--- src/rtl/inst_fetch_queue.sv ---
// Instruction prefetch queue: owns the fetch PC, buffers fetched words and hands them to decode.
// Optional performance counters are built when FETCHQ_PERF_EN is defined.
module inst_fetch_queue #(
  parameter int                DATA_W   = 32,
  parameter int                ADDR_W   = 32,
  parameter int                DEPTH    = 4,
  parameter logic [ADDR_W-1:0] RESET_PC = '0,
  parameter logic [ADDR_W-1:0] PC_STEP  = ADDR_W'(4)
) (
  input  logic                     clk,
  input  logic                     reset,
  output logic [ADDR_W-1:0]        ram_addr,
  input  logic [DATA_W-1:0]        ram_data,
  input  logic                     br_taken,
  input  logic [ADDR_W-1:0]        br_target,
  output logic                     id_valid,
  input  logic                     id_ready,
  output logic [DATA_W-1:0]        id_instr,
  output logic [ADDR_W-1:0]        id_pc,
  output logic [$clog2(DEPTH):0]   count
`ifdef FETCHQ_PERF_EN
  ,
  output logic [15:0]              perf_flush_cnt,
  output logic [15:0]              perf_stall_cnt
`endif
);

  localparam int PTR_W = $clog2(DEPTH);
  localparam int CNT_W = PTR_W + 1;
  localparam logic [CNT_W-1:0] CNT_ONE  = CNT_W'(1);
  localparam logic [CNT_W-1:0] CNT_LAST = CNT_W'(DEPTH - 1);

  typedef enum logic [1:0] {
    S_EMPTY,
    S_PARTIAL,
    S_FULL
  } fill_state_t;

  fill_state_t state, state_next;

  logic [ADDR_W-1:0] pc_mem    [DEPTH];
  logic [DATA_W-1:0] instr_mem [DEPTH];

  logic [PTR_W-1:0]  rd_ptr, wr_ptr;
  logic [CNT_W-1:0]  cnt_q, cnt_next;
  logic [ADDR_W-1:0] pc;
  logic              push, pop;

  assign ram_addr = pc;
  assign count    = cnt_q;
  assign id_valid = (cnt_q != '0);
  assign id_instr = instr_mem[rd_ptr];
  assign id_pc    = pc_mem[rd_ptr];

  // A full queue may still fetch when the head leaves in the same cycle.
  assign pop  = id_valid & id_ready & ~br_taken;
  assign push = ~br_taken & ((state != S_FULL) | pop);

  always_comb begin
    state_next = state;
    cnt_next   = cnt_q;
    if (br_taken) begin
      state_next = S_EMPTY;
      cnt_next   = '0;
    end else begin
      case ({push, pop})
        2'b10:   cnt_next = cnt_q + CNT_ONE;
        2'b01:   cnt_next = cnt_q - CNT_ONE;
        default: cnt_next = cnt_q;
      endcase
      case (state)
        S_EMPTY: begin
          if (push) state_next = S_PARTIAL;
        end
        S_PARTIAL: begin
          if (push && !pop && cnt_q == CNT_LAST)
            state_next = S_FULL;
          else if (pop && !push && cnt_q == CNT_ONE)
            state_next = S_EMPTY;
        end
        S_FULL: begin
          if (pop && !push) state_next = S_PARTIAL;
        end
        default: state_next = S_EMPTY;
      endcase
    end
  end

  always_ff @(posedge clk or posedge reset) begin
    if (reset) begin
      state  <= S_EMPTY;
      cnt_q  <= '0;
      rd_ptr <= '0;
      wr_ptr <= '0;
      pc     <= RESET_PC;
    end else begin
      state <= state_next;
      cnt_q <= cnt_next;
      if (br_taken) begin
        rd_ptr <= '0;
        wr_ptr <= '0;
        pc     <= br_target;
      end else begin
        if (pop)  rd_ptr <= rd_ptr + 1'b1;
        if (push) begin
          wr_ptr <= wr_ptr + 1'b1;
          pc     <= pc + PC_STEP;
        end
      end
    end
  end

  // Entry storage is deliberately left out of reset.
  always_ff @(posedge clk) begin
    if (push) begin
      pc_mem[wr_ptr]    <= pc;
      instr_mem[wr_ptr] <= ram_data;
    end
  end

`ifdef FETCHQ_PERF_EN
  always_ff @(posedge clk or posedge reset) begin
    if (reset) begin
      perf_flush_cnt <= '0;
      perf_stall_cnt <= '0;
    end else begin
      if (br_taken && perf_flush_cnt != 16'hFFFF)
        perf_flush_cnt <= perf_flush_cnt + 16'd1;
      if (id_valid && !id_ready && perf_stall_cnt != 16'hFFFF)
        perf_stall_cnt <= perf_stall_cnt + 16'd1;
    end
  end
`endif

endmodule

--- config.mk ---
export PLATFORM = sky130hd
export DESIGN_NAME = inst_fetch_queue
export DESIGN_NICKNAME = d
export VERILOG_FILES = /design/src/rtl/inst_fetch_queue.sv
export SDC_FILE = /design/constraint.sdc
export NUM_CORES = 1
export LEC_CHECK = 0
export BUFFER_PORTS_ARGS = -buffer_cell sky130_fd_sc_hd__buf_2
export CAP_MARGIN = 10
export CORE_MARGIN = 1
export CORE_UTILIZATION = 60
export DETAILED_ROUTE_END_ITERATION = 16
export HOLD_SLACK_MARGIN = 0.15
export MAX_ROUTING_LAYER = met4
export PLACE_DENSITY = 0.88
export SLEW_MARGIN = 30
export SYNTH_ARGS = -nofsm -noshare
export SYNTH_HDL_FRONTEND = slang
export SYNTH_SLANG_ARGS = --single-unit
--- constraint.sdc ---
create_clock -name clk -period 8.48 [get_ports clk]
set_input_delay 0.848 -clock clk [delete_from_list [all_inputs] [get_ports clk]]
set_output_delay 0.848 -clock clk [all_outputs]
set_load 0.01 [all_outputs]
==> results of run 1 <==
## power by group
| group | leakage, uW | internal, uW | switching [uW] |
|---|---|---|---|
| logic | 0.00157 | 380 | 363 |
| registers | 0.00282 | 1710 | 134 |
| clock network | 0.000470 | 775 | 516 |
| total | 0.00486 | 2860 | 1010 |
## metal layers
metal  up-vias  global-route usage
met2       382               0.376
li1       2997                   -
met1      3489               0.365
met4         0              0.0617
met5         -                   -
met3        45              0.0412
## tightest hold or removal path, cell delays in order
cell      delay (ns)
buf_2           0.10
clkinv_1        0.03
buf_4           0.45
## cell usage after synthesis, types with 4 or more instances
master and number:
nand3_1 26, nor3_1 12, inv_1 11, clkbuf_1 18
nand2b_1 4, a22oi_1 9, nand2_1 23, nor2b_1 12
nor4_1 6, edfxtp_1 256, o311ai_0 6, a21oi_1 5
o31ai_1 16, a31oi_1 6, ha_1 8, and3_1 7
nand4_1 27, buf_2 15, dfrtp_1 41, mux4_2 64
nor2_1 22, buf_1 4, o21ai_0 5, and4_1 4
## cell families after synthesis
family,after synthesis,synth area share
AO/OA/AOI/OAI,62,0.0386
XOR/XNOR,5,0.00369
adder cells (fa/ha/maj),8,0.00843
buffers and inverters,49,0.0174
flip-flops,297,0.734
multiplexers,68,0.125
AND/OR/NAND/NOR,158,0.0729
## through the flow
step	utilization	worst slack, ns	hold slack (ns)	cell area (um2)	std cells
CTS	0.717	4.68	0.440	13900	1098
floorplan	-	5.01	0.417	11900	647
global placement	0.667	5.21	0.425	12900	1045
detailed placement	0.667	5.16	0.459	12900	1045
global route	0.721	4.54	0.475	14000	1102
finish	0.721	4.78	0.438	14000	1102
## layout make-up
type                            instances  area [um2]
Inverter                               11        41.3
Multi-Input combinational cell        301        2980
Tap cell                              265         332
Sequential cell                       297        8720
Clock buffer                           32         737
Timing Repair Buffer                  175         961
Clock inverter                         21         225
Fill cell                            1208        5400
## sequential cells by signal, indices dropped and copies added, names as in the netlist
| signal | cells |
|---|---|
| pc_mem | 128 |
| rd_ptr | 2 |
| ram_addr | 32 |
| wr_ptr | 2 |
| instr_mem | 128 |
| count | 3 |
| state | 2 |
## worst paths after layout
check / from / end / slack, ns / cells past startpoint
worst max-delay path: rd_ptr[0] / id_pc[5] / 4.78 / 3
worst min-delay path: reset / ram_addr[19] / 0.44 / 3
worst max register to register: count[0] / pc_mem[3][17] / 5.85 / 7
worst min register to register: state[1] / state[0] / 0.47 / 1
max in group asynchronous: reset / rd_ptr[0] / 7.62 / 3
min in group clk: state[1] / state[0] / 0.47 / 1
==> impl_metrics.env, run 1 <==
export IMPL_routed_via_density=6.27
export IMPL_gr_total_overflow=0
export IMPL_cts_sinks=297
export IMPL_drtAntennaViolNets=0
export IMPL_nNetsFinal=891
export IMPL_cts_root_buf="clkbuf_16"
export IMPL_place_gp_congestion=0.862
export IMPL_criticalPathCategory="flip-flop to output port"
export IMPL_cts_max_level=1
export IMPL_cts_reportedPaths_clkPinSlew_ns=0.06
export IMPL_core_area_um2=19400
export IMPL_cts_tree="built"
export IMPL_port_buffers=167
export IMPL_dr_total_vias=6913
export IMPL_crit_family="buffers and inverters"
export IMPL_fin_skew_ns=0.0160
export IMPL_final_max_slew_violation_count=0
export IMPL_worst_slew_pin_transition_ns=0.950
export IMPL_insertion_delay_ns=0.53
export IMPL_synthesis_area_um2=11900
export IMPL_antenna_found_initial=0
export IMPL_critPathCaptureType="output port"
export IMPL_maxCapViolCount=0
export IMPL_ys_flop_type="edfxtp_1"
export IMPL_cp_start_kind="flip-flop"
export IMPL_post_route_min_period_ns=3.70
export IMPL_status="completed"
export IMPL_path_cells="buf_4, mux4_2, buf_2"
export IMPL_hold_buffers=0
export IMPL_final_common_cell="edfxtp_1"
export IMPL_cts_buffers=29
export IMPL_yosys_area_top_type_share=0.648
export IMPL_fmax_mhz=270
export IMPL_synthesis_nets=723
export IMPL_grt_pass1_vias=6600
export IMPL_io_pins=168
export IMPL_finalSetupViolCount=0
export IMPL_drtIter0Drc=767
export IMPL_rows=51
export IMPL_async_flop_share=0.138
export IMPL_rsz0062_at_grt="no"
export IMPL_synth_avg_cell_area_um2=18.3
export IMPL_cts_max_path_buffers=3
export IMPL_dieArea_um2=20400
export IMPL_final_cell_mix="edfxtp_1, buf_2, mux4_2"
export IMPL_synth_cell_types=49
export IMPL_crit_required_ns=7.63
export IMPL_layout_drive_gt1_share=0.350
export IMPL_max_vdd_ir_drop_mv=0.223
export IMPL_wl_met2_um=11600
export IMPL_synth_edff_count=256
export IMPL_post_route_drc_count=0
export IMPL_finalPower_uw=3870
export IMPL_fin_crit_sh=0.436
export IMPL_tns_ns=0
export IMPL_ys_seq_elements=297
export IMPL_hold_class="input pin to asynchronous set/reset pin"
export IMPL_fp_dieH_um=143
export IMPL_initial_core_util=0.612
export IMPL_critPathBufInv=2
export IMPL_power_density_nw_per_um2=277
export IMPL_antennaDiodeCount=0
export IMPL_wl_per_cell_um=22.1
export IMPL_crit_arrival_ns=2.85
export IMPL_routed_top_layer="met4"
export IMPL_yosys_warnings=0
export IMPL_first_pass_iters=5
export IMPL_ys_seq_area_frac=0.734
export IMPL_hold_violations=0
export IMPL_place_hpwl_um=14000
export IMPL_yosysTopAreaCell="edfxtp_1"
export IMPL_critPathMaxFanout=43
export IMPL_syn_inst=647
export IMPL_grt_max_degree=75
export IMPL_slowest_delay_ns=0.76
export IMPL_met3_length_um=2100
export IMPL_wirelength_met1_um=10200
export IMPL_slowest_stage="buf_4"
export IMPL_syn_to_final_growth_pct=17.9
export IMPL_cts_setup_buffers=0
export IMPL_grt_usage=0.251
export IMPL_synthTopCellsByArea="edfxtp_1, mux4_2, dfrtp_1"
export IMPL_die_x_um=143
export IMPL_wl_um=24300
export IMPL_relSlewSlack=0.366
export IMPL_cts_resized=0
export IMPL_p_leak_uw=0.00486
export IMPL_grt_first_pass_wirelength_um=37200
(Power assumes the default switching activity.)
==> inputs of run 2 (changes only) <==
--- a/config.mk
+++ b/config.mk
@@ -8,11 +8,11 @@
 export BUFFER_PORTS_ARGS = -buffer_cell sky130_fd_sc_hd__buf_2
 export CAP_MARGIN = 10
 export CORE_MARGIN = 1
-export CORE_UTILIZATION = 60
+export CORE_UTILIZATION = 51
 export DETAILED_ROUTE_END_ITERATION = 16
 export HOLD_SLACK_MARGIN = 0.15
 export MAX_ROUTING_LAYER = met4
-export PLACE_DENSITY = 0.88
+export PLACE_DENSITY = 0.8
 export SLEW_MARGIN = 30
 export SYNTH_ARGS = -nofsm -noshare
 export SYNTH_HDL_FRONTEND = slang
==> constraint.sdc (replaced) <==
create_clock -name clk -period 3.32 [get_ports clk]
set_input_delay 0.332 -clock clk [delete_from_list [all_inputs] [get_ports clk]]
set_output_delay 0.332 -clock clk [all_outputs]
set_load 0.01 [all_outputs]
==> impl_metrics.env, run 2 (same netlist as run 1, synthesis figures left out) <==
export IMPL_status="completed"
export IMPL_critPathMaxFanout=21
export IMPL_cts_root_buf="clkbuf_16"
export IMPL_wl_um=26600
export IMPL_grt_max_degree=74
export IMPL_final_common_cell="edfxtp_1"
export IMPL_crit_arrival_ns=2.38
export IMPL_gr_total_overflow=0
export IMPL_power_internal_uw=7080
export IMPL_die_x_um=155
export IMPL_hold_ws_ns=0.252
export IMPL_syn_to_final_growth_pct=23.0
export IMPL_final_cell_mix="edfxtp_1, buf_2, dlygate4sd3_1"
export IMPL_hold_class="input pin to flip-flop"
export IMPL_cts_max_level=1
export IMPL_fp_dieH_um=155
export IMPL_power_density_nw_per_um2=665
export IMPL_dpl_cell_area_um2=13100
export IMPL_cp_start_kind="flip-flop"
export IMPL_post_route_drc_count=0
export IMPL_dieArea_um2=23900
export IMPL_hold_violations=0
export IMPL_cts_tree="built"
export IMPL_setup_slack_ns=0.604
export IMPL_critPathLaunch="rd_ptr[0]"
export IMPL_fin_crit_sh=0.818
export IMPL_clockPowerShare=0.305
export IMPL_place_gp_congestion=0.860
export IMPL_finalSetupViolCount=0
export IMPL_worst_slew_pin_transition_ns=0.890
export IMPL_tns_ns=0
export IMPL_seq_power_share=0.481
export IMPL_criticalPathCategory="flip-flop to output port"
export IMPL_r2r_slack_ns=0.89
export IMPL_power_frac_comb=0.214
export IMPL_cts_sinks=297
export IMPL_cts_buffers=29
export IMPL_crit_required_ns=2.99
export IMPL_layout_drive_gt1_share=0.327
export IMPL_final_cell_area_um2=14600
export IMPL_drtAntennaViolNets=0
export IMPL_routed_via_density=6.00
export IMPL_rows=55
export IMPL_p_leak_uw=0.00511
export IMPL_min_from="id_ready"
export IMPL_antenna_found_initial=0
export IMPL_drtIter0Drc=715
export IMPL_cts_resized=0
export IMPL_first_pass_iters=6
export IMPL_cts_reportedPaths_clkPinSlew_ns=0.06
export IMPL_nNetsFinal=962
export IMPL_insertion_delay_ns=0.53
export IMPL_io_pins=168
export IMPL_post_route_min_period_ns=2.72
export IMPL_grt_first_pass_wirelength_um=41200
export IMPL_grt_pass1_vias=7151
export IMPL_cts_max_path_buffers=3
export IMPL_maxCapViolCount=0
export IMPL_antennaDiodeCount=0
export IMPL_fin_skew_ns=0.00787
export IMPL_port_buffers=167
export IMPL_switching_share=0.272
export IMPL_max_vdd_ir_drop_mv=0.364
export IMPL_dr_total_vias=7162
export IMPL_switchingPower_uw=2640
export IMPL_rsz0062_at_grt="no"
export IMPL_wl_per_cell_um=22.3
export IMPL_core_area_um2=22700
export IMPL_dp_slack_ns=0.846
export IMPL_place_hpwl_um=15800
export IMPL_worstReg2RegStart="count[0]"
export IMPL_initial_core_util=0.523
export IMPL_critPathCaptureType="output port"
export IMPL_final_max_slew_violation_count=0
export IMPL_relSlewSlack=0.406
export IMPL_grt_usage=0.233
export IMPL_fmax_mhz=368
## run 2: critical path: stages, from the launching register on
cell     delay, ns
dfrtp_4       0.72
buf_4         0.37
mux4_2        0.59
buf_2         0.16
## run 2: power by group through the flow
stage	clock network (uW)	registers (uW)	logic, uW
floorplan	0	4590	1360
detailed placement	0	4750	2040
finish	2960	4680	2080
global route	3150	4720	2240
CTS	3000	4680	2110
global placement	0	4730	2010
## run 2: final timing paths
kind	end	cells past startpoint
max in group asynchronous	ram_addr[23]	4
hold / removal	state[0]	3
setup / recovery	id_pc[20]	3
min in group asynchronous	ram_addr[17]	3
setup reg to reg	instr_mem[0][16]	6
hold reg to reg	state[0]	1
## run 2: per-layer routing
metal / up-vias / part of all wire / global-route usage
met4: 0 / 0.015 / 0.0448
met3: 40 / 0.084 / 0.0361
met2: 411 / 0.49 / 0.369
li1: 3132 / - / -
met1: 3579 / 0.41 / 0.326
met5: - / 0 / -
## run 2: per-stage QoR
stage	power (uW)	instances	utilization
6_report	9720	1194	0.643
5_1_grt	10100	1194	0.643
4_1_cts	9800	1194	0.643
3_5_place_dp	6790	1075	0.577
3_3_place_gp	6740	1075	0.577
2_1_floorplan	5950	647	-
## run 2: layout make-up
type,count,area [um2]
flip-flops and latches,297,8720
fillers,1533,8110
multi-input cells,301,2970
repair buffers,246,1650
clock buffers,43,798
well taps,285,357
clock inverters,11,60.1
inverters,11,41.3
## run 2: repair_timing
item                      CTS  global route
hold buffers               65             0
buffers inserted            0             0
hold endpoints to repair  179             0
==> inputs of run 3 (changes only) <==
--- a/config.mk
+++ b/config.mk
@@ -8,11 +8,11 @@
 export BUFFER_PORTS_ARGS = -buffer_cell sky130_fd_sc_hd__buf_2
 export CAP_MARGIN = 10
 export CORE_MARGIN = 1
-export CORE_UTILIZATION = 51
+export CORE_UTILIZATION = 57
 export DETAILED_ROUTE_END_ITERATION = 16
 export HOLD_SLACK_MARGIN = 0.15
 export MAX_ROUTING_LAYER = met4
-export PLACE_DENSITY = 0.8
+export PLACE_DENSITY = 0.84
 export SLEW_MARGIN = 30
 export SYNTH_ARGS = -nofsm -noshare
 export SYNTH_HDL_FRONTEND = slang
==> constraint.sdc (replaced) <==
create_clock -name clk -period 2.8 [get_ports clk]
set_input_delay 0.28 -clock clk [delete_from_list [all_inputs] [get_ports clk]]
set_output_delay 0.28 -clock clk [all_outputs]
set_load 0.01 [all_outputs]
==> impl_metrics.env, run 3 (same netlist as run 1, synthesis figures left out) <==
export IMPL_critPathLaunch="rd_ptr[0]"
export IMPL_grt_first_pass_wirelength_um=43500
export IMPL_insertion_delay_ns=0.53
export IMPL_layout_drive_gt1_share=0.336
export IMPL_core_area_um2=20300
export IMPL_seq_power_share=0.458
export IMPL_holdPathStages=4
export IMPL_status="completed"
export IMPL_initial_core_util=0.585
export IMPL_fp_dieH_um=146
export IMPL_power_internal_uw=8780
export IMPL_routed_via_density=6.25
export IMPL_hold_class="input pin to flip-flop"
export IMPL_cts_resized=0
export IMPL_maxCapViolCount=0
export IMPL_dieArea_um2=21400
export IMPL_place_hpwl_um=16800
export IMPL_drtIter0Drc=727
export IMPL_antennaDiodeCount=0
export IMPL_cts_sinks=297
export IMPL_crit_arrival_ns=2.16
export IMPL_rows=52
export IMPL_cts_reportedPaths_clkPinSlew_ns=0.07
export IMPL_finalSetupViolCount=0
export IMPL_cts_max_path_buffers=3
export IMPL_dp_slack_ns=0.458
export IMPL_critPathMaxFanout=15
export IMPL_cts_buffers=29
export IMPL_crit_required_ns=2.52
export IMPL_io_pins=168
export IMPL_cts_setup_buffers=0
export IMPL_criticalPathCategory="flip-flop to output port"
export IMPL_grt_max_degree=74
export IMPL_wl_per_cell_um=24.3
export IMPL_setup_slack_ns=0.364
export IMPL_max_vdd_ir_drop_mv=0.417
export IMPL_cp_start_kind="flip-flop"
export IMPL_fmax_mhz=411
export IMPL_relSlewSlack=0.504
export IMPL_final_common_cell="edfxtp_1"
export IMPL_switching_share=0.268
export IMPL_critPathCaptureType="output port"
export IMPL_hold_violations=0
export IMPL_grt_usage=0.281
export IMPL_tns_ns=0
export IMPL_gr_total_overflow=0
export IMPL_fill_cells=1224
export IMPL_switchingPower_uw=3210
export IMPL_post_route_min_period_ns=2.44
export IMPL_port_buffers=167
export IMPL_final_max_slew_violation_count=0
export IMPL_finalPower_uw=12000
export IMPL_post_route_drc_count=0
export IMPL_cts_root_buf="clkbuf_16"
export IMPL_fin_crit_sh=0.870
export IMPL_power_frac_comb=0.219
export IMPL_hold_end="rd_ptr[1]"
export IMPL_worst_slew_pin_transition_ns=0.744
export IMPL_min_from="id_ready"
export IMPL_place_gp_congestion=0.910
export IMPL_fin_skew_ns=0.0114
export IMPL_clockPowerShare=0.323
export IMPL_grt_pass1_vias=7530
export IMPL_first_pass_iters=5
export IMPL_reg2reg_depth=6
export IMPL_hold_buffers=65
export IMPL_r2r_end="instr_mem[3][27]"
export IMPL_die_x_um=146
export IMPL_nNetsFinal=971
export IMPL_r2r_slack_ns=0.42
export IMPL_p_leak_uw=0.00521
export IMPL_syn_to_final_growth_pct=24.5
export IMPL_drtAntennaViolNets=0
export IMPL_cts_max_level=1
export IMPL_rsz0062_at_grt="no"
export IMPL_final_cell_mix="edfxtp_1, buf_2, dlygate4sd3_1"
export IMPL_antenna_found_initial=0
export IMPL_worstReg2RegStart="count[0]"
export IMPL_power_density_nw_per_um2=811
export IMPL_cts_tree="built"
export IMPL_dr_total_vias=7423
export IMPL_wl_um=28800
## run 3: cell count changes in the layout (fill, tap and decap cells not counted)
cell	previous run	this run
inv_6	1	0
clkinvlp_4	2	1
inv_1	11	10
buf_12	5	8
bufinv_16	0	4
clkinv_1	3	6
clkbuf_1	12	7
buf_4	9	15
## run 3: worst max-delay path: stages (launching register included)
cell and delay [ns]:
dfrtp_4 0.52, buf_4 0.35, mux4_2 0.59, buf_2 0.17
## run 3: per-layer routing
layer | global-route usage | share of wire | wire length (um) | vias to the layer above
li1 | - | - | - | 3148
met1 | 0.379 | 0.39 | 11100 | 3756
met2 | 0.450 | 0.50 | 14500 | 460
met3 | 0.0478 | 0.091 | 2630 | 59
met4 | 0.0755 | 0.022 | 622 | 0
met5 | - | 0 | 0 | -
## run 3: metrics by stage
stage	instance area [um2]	utilization	hold WS, ns	std cells
3_5_place_dp	13200	0.649	0.335	1069
6_report	14800	0.728	0.193	1187
4_1_cts	14800	0.728	0.166	1187
3_3_place_gp	13200	0.649	0.434	1069
2_1_floorplan	11900	-	0.379	647
5_1_grt	14800	0.728	0.237	1187
## run 3: worst max-delay path by stage
| stage | end | slack, ns | cells after the start |
|---|---|---|---|
| finish | id_pc[15] | 0.36 | 3 |
| global route | id_pc[15] | 0.27 | 3 |
| CTS | id_pc[10] | 0.33 | 3 |
| detailed placement | pc_mem[3][15] | 0.46 | 6 |
| global placement | instr_mem[3][25] | 0.55 | 6 |
| floorplan | instr_mem[0][0] | 0.33 | 7 |
## run 3: layout make-up
| cell class | instances | area, um2 | share of cell area |
|---|---|---|---|
| Sequential cell | 297 | 8720 | 0.590 |
| Multi-Input combinational cell | 301 | 2970 | 0.201 |
| Clock buffer | 38 | 779 | 0.0527 |
| Inverter | 11 | 42.5 | 0.00288 |
| Timing Repair Buffer | 255 | 1760 | 0.119 |
| Tap cell | 270 | 338 | 0.0229 |
| Clock inverter | 15 | 170 | 0.0115 |
## run 3: power groups by stage
| stage | logic (uW) | registers, uW | clock network [uW] |
|---|---|---|---|
| 4_1_cts | 2630 | 5480 | 3910 |
| 2_1_floorplan | 1620 | 5430 | 0 |
| 5_1_grt | 2800 | 5520 | 4060 |
| 3_3_place_gp | 2490 | 5530 | 0 |
| 6_report | 2620 | 5480 | 3870 |
| 3_5_place_dp | 2530 | 5560 | 0 |
